File: src/rtl/pio_event_sequencer.sv
// pio_event_sequencer
//   Avalon-MM master that drives the switch/button PIO slave. After reset it sets irq_mask,
//   clears stale edge_capture bits, and then services the PIO irq (read edge_capture, then
//   clear it). It also polls the data register every POLL_DIV cycles. Captured edges go to
//   game logic through a valid/ready buffer. Polled levels appear as a one-cycle strobed
//   snapshot.
//
// Ports
//   clk, reset        clock; asynchronous active-high reset
//   pio_address       PIO register select (0 data, 2 irq_mask, 3 edge_capture)
//   pio_chipselect    PIO chipselect
//   pio_write_n       PIO write strobe, active low
//   pio_writedata     PIO write data (only bits [WIDTH-1:0] are ever non-zero)
//   pio_readdata      PIO read data, one cycle after the read access
//   pio_irq           PIO interrupt request
//   enable            1: service irq and polls; 0: finish current sequence, then stay idle
//   event_valid       event_bits holds at least one pending edge
//   event_ready       consumer accepts event_bits when event_valid & event_ready
//   event_bits        accumulated captured edges
//   level             last polled PIO data value
//   level_valid       one-cycle strobe: level updated
//   busy              FSM is not idle
module pio_event_sequencer #(
  parameter int unsigned       WIDTH         = 3,
  parameter logic [WIDTH-1:0]  IRQ_MASK_INIT = 3'b111,
  parameter int unsigned       POLL_DIV      = 50000
) (
  input  logic             clk,
  input  logic             reset,
  output logic [1:0]       pio_address,
  output logic             pio_chipselect,
  output logic             pio_write_n,
  output logic [31:0]      pio_writedata,
  input  logic [31:0]      pio_readdata,
  input  logic             pio_irq,
  input  logic             enable,
  output logic             event_valid,
  input  logic             event_ready,
  output logic [WIDTH-1:0] event_bits,
  output logic [WIDTH-1:0] level,
  output logic             level_valid,
  output logic             busy
);

  localparam logic [31:0] PollReload = (POLL_DIV == 0) ? 32'd0 : 32'(POLL_DIV - 1);

  typedef enum logic [3:0] {
    StRstWait,
    StInitMask,
    StInitClr,
    StIdle,
    StRdEc,
    StCapEc,
    StClrEc,
    StRdLvl,
    StCapLvl
  } state_e;

  state_e           state_q, state_d;
  logic [31:0]      poll_cnt_q, poll_cnt_d;
  logic             poll_req_q, poll_req_d;
  logic [WIDTH-1:0] event_bits_q, event_bits_d;
  logic             event_valid_q, event_valid_d;
  logic [WIDTH-1:0] level_q, level_d;
  logic             level_valid_q, level_valid_d;

  logic [WIDTH-1:0] cap;
  logic             handshake;
  logic             poll_expire;

  assign cap         = pio_readdata[WIDTH-1:0];
  assign handshake   = event_valid_q & event_ready;
  assign poll_expire = (POLL_DIV != 0) && (poll_cnt_q == '0);

  if (WIDTH < 32) begin : g_unused_rdata
    logic unused_rdata;
    assign unused_rdata = ^pio_readdata[31:WIDTH];
  end

  // Next state
  always_comb begin
    state_d = state_q;
    unique case (state_q)
      StRstWait:  state_d = StInitMask;
      StInitMask: state_d = StInitClr;
      StInitClr:  state_d = StIdle;
      StIdle: begin
        // irq takes priority over a pending poll
        if (enable && pio_irq) begin
          state_d = StRdEc;
        end else if (enable && poll_req_q) begin
          state_d = StRdLvl;
        end
      end
      StRdEc:   state_d = StCapEc;
      StCapEc:  state_d = StClrEc;
      StClrEc:  state_d = StIdle;
      StRdLvl:  state_d = StCapLvl;
      StCapLvl: state_d = StIdle;
      default:  state_d = StRstWait;
    endcase
  end

  // Moore bus decode
  always_comb begin
    pio_chipselect = 1'b0;
    pio_write_n    = 1'b1;
    pio_address    = 2'd0;
    pio_writedata  = 32'd0;
    unique case (state_q)
      StInitMask: begin
        pio_chipselect = 1'b1;
        pio_write_n    = 1'b0;
        pio_address    = 2'd2;
        pio_writedata  = {{(32 - WIDTH){1'b0}}, IRQ_MASK_INIT};
      end
      StInitClr, StClrEc: begin
        pio_chipselect = 1'b1;
        pio_write_n    = 1'b0;
        pio_address    = 2'd3;
      end
      StRdEc, StCapEc: begin
        pio_chipselect = 1'b1;
        pio_address    = 2'd3;
      end
      StRdLvl, StCapLvl: begin
        pio_chipselect = 1'b1;
      end
      default: ;
    endcase
  end

  // Poll timer: expiries while a poll is already pending collapse into a single request.
  // A fresh expiry wins over the clear in StRdLvl, so no poll period is lost.
  always_comb begin
    poll_cnt_d = poll_cnt_q;
    poll_req_d = poll_req_q;
    if (POLL_DIV != 0) begin
      poll_cnt_d = poll_expire ? PollReload : poll_cnt_q - 32'd1;
    end
    if (state_q == StRdLvl) begin
      poll_req_d = 1'b0;
    end
    if (poll_expire) begin
      poll_req_d = 1'b1;
    end
  end

  // Event buffer. A handshake clears the bits. A capture arriving in the same cycle survives
  // alone. Captures that are not yet accepted are OR-merged into the pending bits.
  always_comb begin
    event_bits_d = event_bits_q;
    if (handshake) begin
      event_bits_d = '0;
    end
    if (state_q == StCapEc) begin
      event_bits_d = event_bits_d | cap;
    end
    event_valid_d = |event_bits_d;
  end

  always_comb begin
    level_d       = level_q;
    level_valid_d = 1'b0;
    if (state_q == StCapLvl) begin
      level_d       = cap;
      level_valid_d = 1'b1;
    end
  end

  always_ff @(posedge clk or posedge reset) begin
    if (reset) begin
      state_q       <= StRstWait;
      poll_cnt_q    <= PollReload;
      poll_req_q    <= 1'b0;
      event_bits_q  <= '0;
      event_valid_q <= 1'b0;
      level_q       <= '0;
      level_valid_q <= 1'b0;
    end else begin
      state_q       <= state_d;
      poll_cnt_q    <= poll_cnt_d;
      poll_req_q    <= poll_req_d;
      event_bits_q  <= event_bits_d;
      event_valid_q <= event_valid_d;
      level_q       <= level_d;
      level_valid_q <= level_valid_d;
    end
  end

  assign event_bits  = event_bits_q;
  assign event_valid = event_valid_q;
  assign level       = level_q;
  assign level_valid = level_valid_q;
  assign busy        = (state_q != StIdle);

endmodule

File: config.mk
export PLATFORM = sky130hd
export DESIGN_NAME = pio_event_sequencer
export DESIGN_NICKNAME = d
export VERILOG_FILES = /design/src/rtl/pio_event_sequencer.sv
export SDC_FILE = /design/constraint.sdc
export NUM_CORES = 1
export LEC_CHECK = 0
export ABC_AREA = 1
export CORE_MARGIN = 2
export CORE_UTILIZATION = 43
export DETAILED_ROUTE_END_ITERATION = 6
export PLACE_DENSITY_LB_ADDON = 0.1
export SKIP_CTS_REPAIR_TIMING = 1
export SLEW_MARGIN = 20
export SYNTH_ARGS = -nofsm -noshare
export SYNTH_HDL_FRONTEND = slang
export SYNTH_SLANG_ARGS = --single-unit
File: constraint.sdc
create_clock -name clk -period 1.5 [get_ports clk]
set_input_delay 0.15 -clock clk [delete_from_list [all_inputs] [get_ports clk]]
set_output_delay 0.15 -clock clk [all_outputs]
set_load 0.05 [all_outputs]
==> metrics.txt, run 1 <==
CTS Buf Count=5; pin count of the biggest net entering global routing=46; IO buf count=23; clock root buffer=clkbuf_8; area grow syn2layout=28.65%; Final Hold Viols=0; fin util=0.5675; period utilization=1.038; skew final=0.01030 ns; PD cells=1387 nW/µm²; TritonCTS clock tree=yes; Seq/Total Area, Yosys=0.4108; register area=1142 µm²; list of most frequent post-synthesis cells=nand2_1, nor2_1, inv_1, dfrtp_1, buf_4; worst-path maximum fanout=4; Tmin final=1.557 ns; Post-synth EDFFs=0; WL final=6314 µm; Cells after Synth=383; worst stage delay on the critical path=0.45 ns; Pre-antenna DRT Iters=4; Die Y=84.25 µm; Peak supply drop=2.800 mV; cell taking the most area after synthesis=dfrtp_1; Die W=84.25 µm; Post-route DRC=0; status=complete, but fails checks; first-pass GRT wire length=10560 µm; ys flop type=dfrtp_1; Ports=82; post-synthesis register bit count=45; crit-path cells=nor3_4 -> inv_2 -> nand2_4 -> inv_2 -> nand4_1 -> buf_12; Worst R2R Path Depth=6; fmax=642.2 MHz; Starting DRT DRC Count=112; failing checks=negative setup slack; synth warn=0; Leak=1.819 nW; Layout Nets=477; critical path launch point type=register; Worst Setup End Kind=output pin; placeable core area=6277 µm²; ant diodes=0; top sig layer=met4; RD Place Congestion=0.8904; slowest stage cell on the critical path=dfrtp_2; max-slew violation count=0; crit path kind=reg -> out; met3 routed WL=288 µm; syn avg cell area=7.230 µm²; M1 WL=3030 µm; worst setup path start=state_q[0]; initial antenna violation count=0; # clock sinks=45; min-delay worst type=in -> async; Crit path required time=1.35 ns; DR WL met2=2915 µm; most common cell in the synthesized netlist=nand2_1; Via density=4.632; final worst slack=-0.05708 ns; Layout fillers=599; multi-input combinational cell area=1506 µm²; grt ovf=0; Total Power=0.004942 W; Mapped Area=2769 µm²; Detailed Place HPWL=4746 µm; post-synth top area share=0.3254; vias=2395; FFs w/ async S/R, synth=1.000; top cells by area, synth=dfrtp_1, nand2_1, nor2_1, dfstp_2, buf_4; Clock H-tree levels=2; die area=7097 µm²; Clock Latency Late Sink=0.30 ns; clk slew on worst S/H paths=0.09 ns; reported max-cap violation count=0; GRT Total Usage=0.1860; most numerous cell on the critical path=inv_2; # setup viols final=5; per-cell routed wire length=12.21 µm; Crit Reg-Reg Startpoint=poll_cnt_q[16]; RSZ-0062 raised after global routing=true; post-synth cell types=29; Clock Path Buffers=2; Critical Path AT=1.41 ns; Starting Density=0.4411; Row Count=29; share of cells above drive strength 1=0.2932; vias in the first global route=2269; DRT antenna net count=0
[critical path: cells and delay by family (launching register included)]
kind	cells	cell delay, ns
flip-flops	1	0.45
buffers and inverters	3	0.26
AND/OR/NAND/NOR	3	0.40
[power by group]
group | switching, W | internal (W) | leakage [nW] | total, W
Clock | 0.000424 | 0.000544 | 0.0585 | 0.000968
Combinational | 0.00157 | 0.000924 | 1.19 | 0.00249
Sequential | 0.000116 | 0.00137 | 0.572 | 0.00148
[kinds of logic after synthesis]
family / count (synthesis) / synth area share
compound gates: 20 / 0.03931
xor+xnor: 9 / 0.02847
flops: 45 / 0.4108
fa+ha+maj: 1 / 0.004518
simple gates: 230 / 0.3638
buf+inv: 77 / 0.1518
other cells: 1 / 0.001354
[layer usage]
metal / global-route usage / vias up
met5: 0 / -
met4: 0.05132 / 0
met3: 0.03835 / 9
met2: 0.2973 / 44
met1: 0.2577 / 1114
li1: - / 1228
[placed cells by master (no fill, tap or decap), types with 7 or more instances in the layout]
cell,count
nand2_1,89
nor2_1,65
inv_1,36
buf_4,35
dfrtp_1,32
conb_1,29
nor2_2,16
nor2_4,13
nand2_2,12
o21ai_0,11
nand3_1,10
buf_12,9
dfstp_2,9
inv_2,8
nor3_1,7
xor2_1,7
clkdlybuf4s50_1,7
[metrics by stage]
step                hold WS [ns]  TNS [ns]  setup slack (ns)  std cells  area, µm²
floorplan                 0.3109   -0.1249          -0.06917        411       2889
global placement          0.4740  -0.06534          -0.01203        504       3228
detailed placement        0.4760   -0.1450          -0.03405        504       3228
CTS                       0.2050    -1.418           -0.2164        512       3344
global route              0.2381   -0.7246           -0.1412        517       3562
finish                    0.1909   -0.2082          -0.05708        517       3562
[flip-flops by register name, indices dropped and copies added (netlist names)]
register	cells
event_bits	3
event_valid	1
level	3
level_valid	1
poll_cnt_q	32
poll_req_q	1
state_q	4
[final timing paths]
path	end	slack, ns
max	pio_chipselect	-0.06
min	poll_cnt_q[10]	0.19
max reg2reg	poll_cnt_q[28]	0.05
min reg2reg	level[1]	0.49
max in group asynchronous	poll_cnt_q[8]	1.02
min in group clk	level[1]	0.44
[area by class of cell]
cell class	count	area share
Multi-Input combinational cell	290	0.4229
Sequential cell	45	0.3207
Clock buffer	7	0.02424
Timing Repair Buffer	53	0.1503
Inverter	44	0.04636
Clock inverter	1	0.008430
Tap cell	77	0.02705
(Power assumes the default switching activity.)
==> inputs of run 2 (changes only) <==
- CORE_MARGIN: 2 -> not set
==> run 2 against run 1 <==
  * The run still ends with negative setup slack left
  * Clock power is 22% lower
  * Sequential share of layout area decreased by 0.82 points
  * Critical path type unchanged
  * Clock skew decreased by 0.0023 ns
  * Critical endpoint unchanged
  * Highest routed layer unchanged
  * Via count grew 2.2%
  * Sequential power is essentially flat
==> metrics.txt, run 2 (same netlist as run 1, synthesis figures left out) <==
Via density=4.654 (+0.46%); clk slew on worst S/H paths=0.09 ns (about the same); Setup Slack @ Placement=-0.05578 ns (-0.02173 ns); Pre-antenna DRT Iters=4 (unchanged); Comb power frac=0.524 (+0.020); crit path kind=reg -> out; RD Place Congestion=0.8406 (-5.6%); clock root buffer=clkbuf_8; Final Hold Viols=0 (unchanged); Die W=82.25 µm (-2.4%); DRT antenna net count=0 (unchanged); GRT Total Usage=0.2023 (+0.01626); Largest Register=poll_cnt_q; Clock Latency Late Sink=0.30 ns (about the same); Post-route DRC=0 (unchanged); Design Area, Final=3647 µm² (+2.4%); Total Power=0.004716 W (-4.6%); Ports=82 (unchanged); Top Registers=poll_cnt_q: 32 flops, state_q: 4 flops; placeable core area=6061 µm² (-3.4%); max-slew violation count=0 (unchanged); critical path launch point type=register; P_int=0.002602 W (-8.2%); area grow syn2layout=31.72%; RSZ-0062 raised after global routing=true; DP Area=3233 µm² (+0.15%); vias=2448 (+2.2%); reported max-cap violation count=0 (unchanged); first-pass GRT wire length=10120 µm (-4.2%); Tmin final=1.582 ns (+0.02540 ns); NetSw=0.002114 W (+0.41%); Row Count=28 (-3.4%); CTS Buf Count=5 (unchanged); vias in the first global route=2183 (-3.8%); initial antenna violation count=0 (unchanged); Crit path required time=1.35 ns (about the same); Layout Nets=488 (+2.3%); PD cells=1293 nW/µm² (-6.8%); Worst Setup End Kind=output pin; per-cell routed wire length=12.43 µm (+1.7%); Clock Path Buffers=2 (unchanged); Die Y=82.25 µm (-2.4%); Leak=1.864 nW (+2.5%); Detailed Place HPWL=4656 µm (-1.9%); most frequent cells in the layout=nand2_1, nor2_1, buf_4; pin count of the biggest net entering global routing=46 (unchanged); TritonCTS clock tree=yes; # setup viols final=6 (+1); fmax=631.9 MHz (-1.6%); clock share of power=0.160 (-0.036); Peak supply drop=2.319 mV (-17%); Critical Path AT=1.43 ns (+0.02 ns); max FFs per register=32 (unchanged); final worst slack=-0.08249 ns (-0.02540 ns); failing checks=negative setup slack; share of cells above drive strength 1=0.3237 (+0.03054); Starting DRT DRC Count=109 (-2.7%); IO buf count=23 (unchanged); period utilization=1.055 (+0.01694); skew final=0.007995 ns (-0.002300 ns); grt ovf=0 (unchanged); die area=6764 µm² (-4.7%); status=complete, but fails checks; sequential power share=0.315 (+0.015); # clock sinks=45 (unchanged); Starting Density=0.4569 (+0.01575); switching share of total power=0.4482 (+0.02217); min-delay worst type=in -> async; commonest non-fill, non-tap cell in the layout=nand2_1; WL final=6536 µm (+3.5%); ant diodes=0 (unchanged); Clock H-tree levels=2 (unchanged); worst-path maximum fanout=4 (unchanged)
run 2: changes by cell type in the layout (fill, tap and decap cells not counted), sizes merged:
cell / delta
buf: +11
clkbuf: -2
clkinvlp: +1
clkinv: +2
bufinv: -1
run 2: layout make-up:
cell class	count	area, µm²
fill	573	2414
multi-input combinational	290	1533
sequential	45	1140
timing repair buffer	64	629.4
inverter	44	165.2
tap	75	93.84
clock buffer	5	68.82
clock inverter	3	17.52
run 2: power groups by stage:
stage	clock, W	combinational, W	sequential [W]
global placement	0	0.00234	0.00148
detailed placement	0	0.00235	0.00149
CTS	0.000767	0.00236	0.00147
global route	0.000822	0.00260	0.00151
floorplan	0	0.00122	0.00179
finish	0.000756	0.00247	0.00149
run 2: final timing paths:
check	from	endpoint	slack [ns]	cells past startpoint
max in group asynchronous	reset	poll_cnt_q[8]	1.03	3
hold / removal	reset	poll_cnt_q[26]	0.19	3
min in group clk	pio_readdata[2]	level[2]	0.43	3
hold reg to reg	level[2]	level[2]	0.49	2
setup reg to reg	poll_cnt_q[11]	poll_cnt_q[10]	0.05	7
setup / recovery	state_q[1]	pio_chipselect	-0.08	7
run 2: critical path: stages (launching register included):
cell and delay (ns):
dfrtp_1 0.43, inv_2 0.07, nor3_4 0.20, inv_2 0.07, nand2_4 0.07, inv_2 0.03, nand4_1 0.11, buf_12 0.15
run 2: metrics by stage:
step / utilization / std cells / hold WS (ns) / TNS, ns
2_1_floorplan: - / 411 / 0.3109 / -0.1249
3_3_place_gp: 0.5334 / 503 / 0.4728 / -0.2908
3_5_place_dp: 0.5334 / 503 / 0.4764 / -0.4147
4_1_cts: 0.5477 / 511 / 0.2078 / -1.644
5_1_grt: 0.6018 / 526 / 0.2368 / -0.8578
6_report: 0.6018 / 526 / 0.1920 / -0.2124
run 2: metal layers:
layer | track usage | up-vias | wire length, µm
met4 | 0.07368 | 0 | 130
met5 | 0 | - | 0
met2 | 0.3240 | 56 | 3223
li1 | - | 1258 | -
met3 | 0.04505 | 11 | 212
met1 | 0.2667 | 1123 | 2969
